File: config.mk
export PLATFORM = sky130hd
export DESIGN_NAME = mul_sequencer
export DESIGN_NICKNAME = d
export VERILOG_FILES = /design/src/rtl/mul_sequencer.sv
export SDC_FILE = /design/constraint.sdc
export NUM_CORES = 1
export LEC_CHECK = 0
export CELL_PAD_IN_SITES_DETAIL_PLACEMENT = 2
export CELL_PAD_IN_SITES_GLOBAL_PLACEMENT = 2
export CORE_ASPECT_RATIO = 0.7
export CORE_MARGIN = 5
export CORE_UTILIZATION = 37
export DETAILED_ROUTE_END_ITERATION = 16
export DONT_BUFFER_PORTS = 1
export PLACE_DENSITY_LB_ADDON = 0.1
export SLEW_MARGIN = 40
export SYNTH_ARGS = -nofsm -noshare
export SYNTH_HDL_FRONTEND = slang
export SYNTH_SLANG_ARGS = --single-unit
File: constraint.sdc
create_clock -name clk_i -period 3.2 [get_ports clk_i]
set_input_delay 0.48 -clock clk_i [delete_from_list [all_inputs] [get_ports clk_i]]
set_output_delay 0.48 -clock clk_i [all_outputs]
set_load 0.01 [all_outputs]
File: src/rtl/mul_sequencer.sv
//------------------------------------------------------------------------------
// +----------------------------------------------------------------------------+
// | Module      : mul_sequencer                                                |
// | Description : Iterative shift-and-add multiplier sequencer for the EX      |
// |               stage. It stalls the front of the pipeline while a multiply  |
// |               runs and presents the low WIDTH bits of the product for one  |
// |               cycle with done_o.                                           |
// | Options     : `define MUL_EARLY_TERM_EN to finish as soon as the remaining |
// |               multiplier bits are all zero.                                |
// | Revision    : 1.0 - initial release                                        |
// +----------------------------------------------------------------------------+
//------------------------------------------------------------------------------
`default_nettype none

module mul_sequencer #(
   parameter int          WIDTH    = 32,
   parameter logic [3:0]  MUL_CODE = 4'b1001
) (
   input  logic             clk_i,
   input  logic             rst_i,
   input  logic             valid_i,
   input  logic [3:0]       ALUCtrl_i,
   input  logic [WIDTH-1:0] data1_i,
   input  logic [WIDTH-1:0] data2_i,
   input  logic             flush_i,
   output logic             stall_o,
   output logic             busy_o,
   output logic             done_o,
   output logic [WIDTH-1:0] result_o
);

   // Step counter only has to reach WIDTH-1.
   localparam int                CNT_W  = (WIDTH > 1) ? $clog2(WIDTH) : 1;
   localparam logic [CNT_W-1:0]  C_LAST = CNT_W'(WIDTH - 1);

   typedef enum logic [1:0] {
      ST_IDLE = 2'd0,
      ST_RUN  = 2'd1,
      ST_DONE = 2'd2
   } state_t;

   state_t              r_state;
   state_t              w_state_nxt;

   logic [WIDTH-1:0]    r_acc;
   logic [WIDTH-1:0]    r_mcand;
   logic [WIDTH-1:0]    r_mplier;
   logic [CNT_W-1:0]    r_count;
   logic [WIDTH-1:0]    r_result;

   logic                w_req;
   logic [WIDTH-1:0]    w_acc_step;
   logic [WIDTH-1:0]    w_mcand_shift;
   logic [WIDTH-1:0]    w_mplier_shift;
   logic                w_last;
   logic                w_stall;

   assign w_req = valid_i && (ALUCtrl_i == MUL_CODE);

   // One shift-and-add step; sums wrap modulo 2^WIDTH so the low word is
   // correct for both signed and unsigned operands.
   always_comb begin
      w_acc_step     = r_mplier[0] ? (r_acc + r_mcand) : r_acc;
      w_mcand_shift  = r_mcand << 1;
      w_mplier_shift = r_mplier >> 1;
`ifdef MUL_EARLY_TERM_EN
      // Stop once no set multiplier bits remain; the count bound still applies.
      w_last         = (r_count == C_LAST) || (w_mplier_shift == '0);
`else
      w_last         = (r_count == C_LAST);
`endif
   end

   // State register; reset wins over everything else.
   always_ff @(posedge clk_i) begin
      if (rst_i) begin
         r_state <= ST_IDLE;
      end else begin
         r_state <= w_state_nxt;
      end
   end

   // Next-state and stall decode; flush overrides any request or step.
   always_comb begin
      w_state_nxt = r_state;
      w_stall     = 1'b0;
      case (r_state)
         ST_IDLE: begin
            if (flush_i) begin
               w_state_nxt = ST_IDLE;
            end else if (w_req) begin
               w_state_nxt = ST_RUN;
               w_stall     = 1'b1;
            end
         end
         ST_RUN: begin
            if (flush_i) begin
               w_state_nxt = ST_IDLE;
            end else begin
               w_stall = 1'b1;
               if (w_last) begin
                  w_state_nxt = ST_DONE;
               end
            end
         end
         ST_DONE: begin
            // Result is consumed this cycle; the same request is not re-taken.
            w_state_nxt = ST_IDLE;
         end
         default: begin
            w_state_nxt = ST_IDLE;
         end
      endcase
   end

   // Operand latch, iteration datapath and result capture.
   always_ff @(posedge clk_i) begin
      if (rst_i) begin
         r_acc    <= '0;
         r_mcand  <= '0;
         r_mplier <= '0;
         r_count  <= '0;
         r_result <= '0;
      end else if (flush_i) begin
         r_count  <= '0;
      end else begin
         case (r_state)
            ST_IDLE: begin
               if (w_req) begin
                  r_mcand  <= data1_i;
                  r_mplier <= data2_i;
                  r_acc    <= '0;
                  r_count  <= '0;
               end
            end
            ST_RUN: begin
               r_acc    <= w_acc_step;
               r_mcand  <= w_mcand_shift;
               r_mplier <= w_mplier_shift;
               r_count  <= r_count + CNT_W'(1);
               if (w_last) begin
                  r_result <= w_acc_step;
               end
            end
            default: begin
               r_count <= r_count;
            end
         endcase
      end
   end

   assign stall_o  = w_stall;
   assign busy_o   = (r_state == ST_RUN);
   assign done_o   = (r_state == ST_DONE);
   assign result_o = r_result;

endmodule

`default_nettype wire

======== Word level (Yosys, flattened, before mapping) ========
Index checks and enable logic that the tools add are counted.
word-level totals
  register bits ........................... 135
  input port bits ......................... 72
  output and inout bits ................... 35
  logic and storage cells ................. 42
cells by class
  add/sub/neg operators ................... 2
  equality and inequality tests ........... 7
  multiplexer cells ....................... 18
  bitwise gates (word level) .............. 1
  reductions and logical operators ........ 8
operators with widths
  operator                                               number
  case mux 32 bit (2 select lines)                       3
  2-to-1 mux 32 bit                                      4
  adder 32 bit                                           1
  case mux 5 bit (2 select lines)                        1
  2-to-1 mux 2 bit                                       4
  AND reduction 3 bit                                    2
  adder 5 x 1 -> 5 bit, second input constant            1
  equality test 5 bit, second input constant             1
  2-to-1 mux 5 bit                                       1
  equality test 4 bit, second input constant             1
  case mux 2 bit (2 select lines)                        1
  AND reduction 2 bit                                    2
  2-to-1 mux 1 bit                                       3
  inequality test 3 x 2 -> 1 bit, second input constant  1
  inequality test 3 bit, second input constant           1
  equality test 2 x 1 -> 1 bit, second input constant    1
  equality test 2 bit, second input constant             1
  logical NOT 2 bit                                      1
  inequality test 2 bit, second input constant           1
  case mux 1 bit (2 select lines)                        1
  nonzero test 2 bit                                     1
  OR reduction 2 bit                                     1
  logical AND 1 bit                                      1
  NOT 1 bit                                              1

======== Logic depth before layout (Yosys ltp) ========
Gate-level depths: netlist of the first run.
  depth in word-level cells ............... 5
  gate-level depth with buffers ........... 11
  gate-level depth less buffers ........... 11

======== Least setup slack after synthesis of the first run ========
OpenSTA, ideal clock, no wires.
  kind .................................... reg2reg
  from .................................... register r_acc[0]
  to ...................................... register r_result[24], in the netlist result_o[24]
  library setup time ...................... 0.086 ns
  arrival ................................. 2.463 ns
  data required time ...................... 3.114 ns
  slack ................................... 0.652 ns
  stages on the path, launching flop included .. 12
  buffers on the path ..................... 0
  clock period less this slack ............ 2.548 ns
  cell sequence ........................... dfxtp_1 -> ha_1 -> fa_1 -> a211oi_1 -> o21a_1 -> nor4_4 -> o22ai_4 -> o311ai_1 -> o41ai_2 -> xnor2_1 -> nand2_1 -> a211oi_1
between the ends
  word-level cells in the longest chain between the ends .. 2
RTL lines
  element                 RTL line  text
  from (decl)             45        logic [WIDTH-1:0] r_acc;
  from (signal assigned)  137       r_acc <= w_acc_step;
  adder 32 bit            63        w_acc_step = r_mplier[0] ? (r_acc + r_mcand) : r_acc;
  2-to-1 mux 32 bit       63
  to (signal assigned)    142       r_result <= w_acc_step;
  to (decl)               49        logic [WIDTH-1:0] r_result;
No other way between the ends.
A chain may end at the register's enable or synchronous reset.

======== Final worst setup path of the first run ========
Ends and elaborated chain as after synthesis.

==> flow_summary.json, run 1 <==
{
  "synth_top_family_by_area": "compound AO/OA/AOI/OAI gates",
  "seq_area_frac_synth_pct": 38.0,
  "finalNonFillerCells": 1123,
  "drive_gt1_share_pct": 7.60,
  "fmax_mhz": 340,
  "drc": 0,
  "power_leakage_uw": 0.00290,
  "grtUsageTotal_pct": 22.4,
  "hold_path.class": "in2reg",
  "cp_max_fo": 6,
  "drt_iter0_markers": 251,
  "min_period_ns": 2.94,
  "switching_share_pct": 25.7,
  "io_buffer_count": 0,
  "die_area_um2": 22100,
  "gp_congestion": 0.851,
  "period_share_pct": 91.8,
  "syn_area_um2": 7110,
  "cp.arrival_ns": 3.29,
  "power_frac_seq_pct": 46.0,
  "netlist_instances": 898,
  "synthMuxAreaShare_pct": 1.71,
  "power.density_nw_per_um2": 471,
  "fin_util_pct": 41.6,
  "cp-start-kind": "flop",
  "switchingPower_uw": 952,
  "grt-ovfl-total": 0,
  "dp_hpwl_um": 17000,
  "cts_hold_buf": 0,
  "first_pass_iters": 4,
  "slew_viol_final": 0,
  "synth-compound-area-share_pct": 25.0,
  "path_clk_slew_ns": 0.06,
  "start_util_pct": 37.6,
  "finalHoldViolations": 0,
  "synth_edf_count": 0,
  "grt_pass1_wl_um": 39900,
  "area_delta_synth_final_pct": 10.7,
  "fp.dieH_um": 126,
  "coreArea_um2": 18900,
  "finClkSkew_ns": 0.0111,
  "vias": 6608,
  "synth_cell_type_count": 61,
  "grt_max_degree": 128,
  "tns_ns": 0,
  "setup_violations": 0,
  "rsz0062_at_grt": "no",
  "dp_cells": 1091,
  "crit_required_ns": 3.55,
  "grt_pass1_vias": 7355,
  "tightest_slew_ns": 0.791,
  "status": "complete, no violations",
  "vdd_ir_drop_max_mv": 0.332,
  "wire_per_inst_um": 21.6,
  "post_synth_and_or_nand_nor_area_fraction_pct": 21.6,
  "post_cts_buffers": 0,
  "layout.nets": 974,
  "synth_xor_area_share_pct": 3.57,
  "io_pins": 107,
  "synth_fa_ha_area_share_pct": 6.09,
  "synth-async-reset-ratio_pct": 0,
  "num_antenna_cells": 0,
  "combPwrFrac_pct": 2.8,
  "htreeDepth": 4,
  "cts_sinks": 135,
  "synth_fp_nets": 1004,
  "p_clk_share_pct": 51.2,
  "detail-route-antenna-nets": 0,
  "max_slew_margin_pct": 46.8,
  "cts_root_buffer": "clkbuf_16",
  "wl_um": 24300,
  "hold_slack_ns": 0.130,
  "clk_latency_ns": 0.44,
  "end_kind": "flop",
  "row_count": 42,
  "synthFlopType": "dfxtp_1",
  "maxCapViolations": 0,
  "vias_per_cell": 5.88,
  "internal_power_uw": 2750,
  "cts_made_buffers": 17,
  "ys_ff_latch": 135,
  "die_x_um": 176,
  "synth-warning-count": 0,
  "cts_tree": "yes",
  "cts_resized": 0,
  "grt_antenna_before_repair": 0,
  "syn_area_per_cell_um2": 7.92,
  "critical_path_class": "reg2reg",
  "clockBufferDepth": 2
}
==> flip-flops by register name, indices dropped and copies added (netlist names) <==
signal,count
r_mplier,32
r_count,5
r_state,2
result_o,32
r_mcand,32
r_acc,32
==> final timing paths <==
| kind | endpoint | slack, ns | cells past startpoint | startpoint |
|---|---|---|---|---|
| setup / recovery | result_o[24] | 0.26 | 11 | r_acc[0] |
| setup reg to reg | result_o[24] | 0.26 | 11 | r_acc[0] |
| hold / removal | r_mplier[12] | 0.13 | 1 | rst_i |
| hold reg to reg | r_mplier[5] | 0.48 | 2 | r_mplier[6] |
==> per-layer routing <==
metal	up-vias	GRT usage (%)	share of wire, %
li1	3141	-	-
met1	3346	28.7	47
met2	97	38.1	48
met3	24	4.88	3.1
met4	0	6.19	1.5
met5	-	0	0
==> power groups by stage <==
stage	sequential [uW]	clock, uW	combinational (uW)
detailed placement	1740	0	102
CTS	1710	1940	104
floorplan	1740	0	95.0
global route	1710	2020	115
global placement	1740	0	95.3
finish	1710	1900	102
==> critical path, cell delays in order, from the launching register on <==
cell and delay (ns):
dfxtp_1 0.33, ha_1 0.23, fa_1 0.43, a211oi_1 0.30
o21a_1 0.30, nor4_4 0.08, o22ai_4 0.25, o311ai_1 0.17
o41ai_2 0.29, xnor2_1 0.20, nand2_1 0.08, a211oi_1 0.19
==> logic make-up (layout without fill, tap and decap cells) <==
| family | after synthesis | after routing |
|---|---|---|
| and+or+nand+nor | 374 | 374 |
| buffers and inverters | 75 | 58 |
| AOI/OAI and AO/OA | 239 | 239 |
| adders and majority gates | 34 | 34 |
| muxes | 12 | 12 |
| DFF | 135 | 135 |
| xor gates and xnor gates | 29 | 29 |
==> per-stage QoR <==
step           cell area [um2]  setup slack [ns]  total power (uW)
3_3_place_gp              7310             0.402              1840
4_1_cts                   7870             0.257              3750
2_1_floorplan             7110             0.652              1830
3_5_place_dp              7320             0.312              1850
5_1_grt                   7870            0.0517              3840
6_report                  7870             0.261              3700
==> final cells by class <==
cell class / count / area, um2
inverters: 11 / 42.5
clock inverters: 15 / 130
flip-flops and latches: 135 / 2700
multi-input cells: 688 / 4130
clock buffers: 17 / 425
well taps: 242 / 303
fillers: 2160 / 11000
repair buffers: 15 / 138
==> cells in the final DEF, fill, tap and decap left out, types with 3 or more instances in the layout <==
cell       count
nand2_1      175
xor2_1        10
or2_2          4
clkbuf_16     17
buf_4         13
nor2_1       144
a22oi_1       14
mux2i_1       11
o31ai_1        5
ha_1          33
a22o_1        11
and3_1         5
o21ai_0       13
xnor2_1       19
nor2b_1        6
dfxtp_1      135
a311oi_1      64
o21bai_1       3
a211oi_1      29
nand3_1       13
inv_1          9
a31oi_1        3
a21o_1         7
o211ai_1       3
nor3_1         9
o21a_1         4
or3_1          3
and2_1         3
o21ai_1        9
a21oi_1       52
inv_6          9
==> cells in the mapped netlist, types with 7 or more instances <==
cell	instances	share of area, %
xnor2_1	19	2.3
a22o_1	11	1.4
nor3_1	9	0.63
clkbuf_1	58	3.1
a311oi_1	64	7.9
o21ai_0	13	0.92
o21ai_1	9	0.63
ha_1	33	5.8
nand2_1	175	9.2
xor2_1	10	1.2
a22oi_1	14	1.5
a211oi_1	29	3.1
nor2b_1	7	0.62
a21oi_1	52	3.7
a21o_1	7	0.74
nor2_1	144	7.6
dfxtp_1	135	38
mux2i_1	11	1.5
nand3_1	13	0.92
inv_1	9	0.48
No activity file was read; power rests on OpenSTA's default activity.
==> inputs of run 2 (changes only) <==
- GPL_ROUTABILITY_DRIVEN: default -> 0
==> results of run 2 <==
Final layout, timing and power as in run 1 (identical DEF).
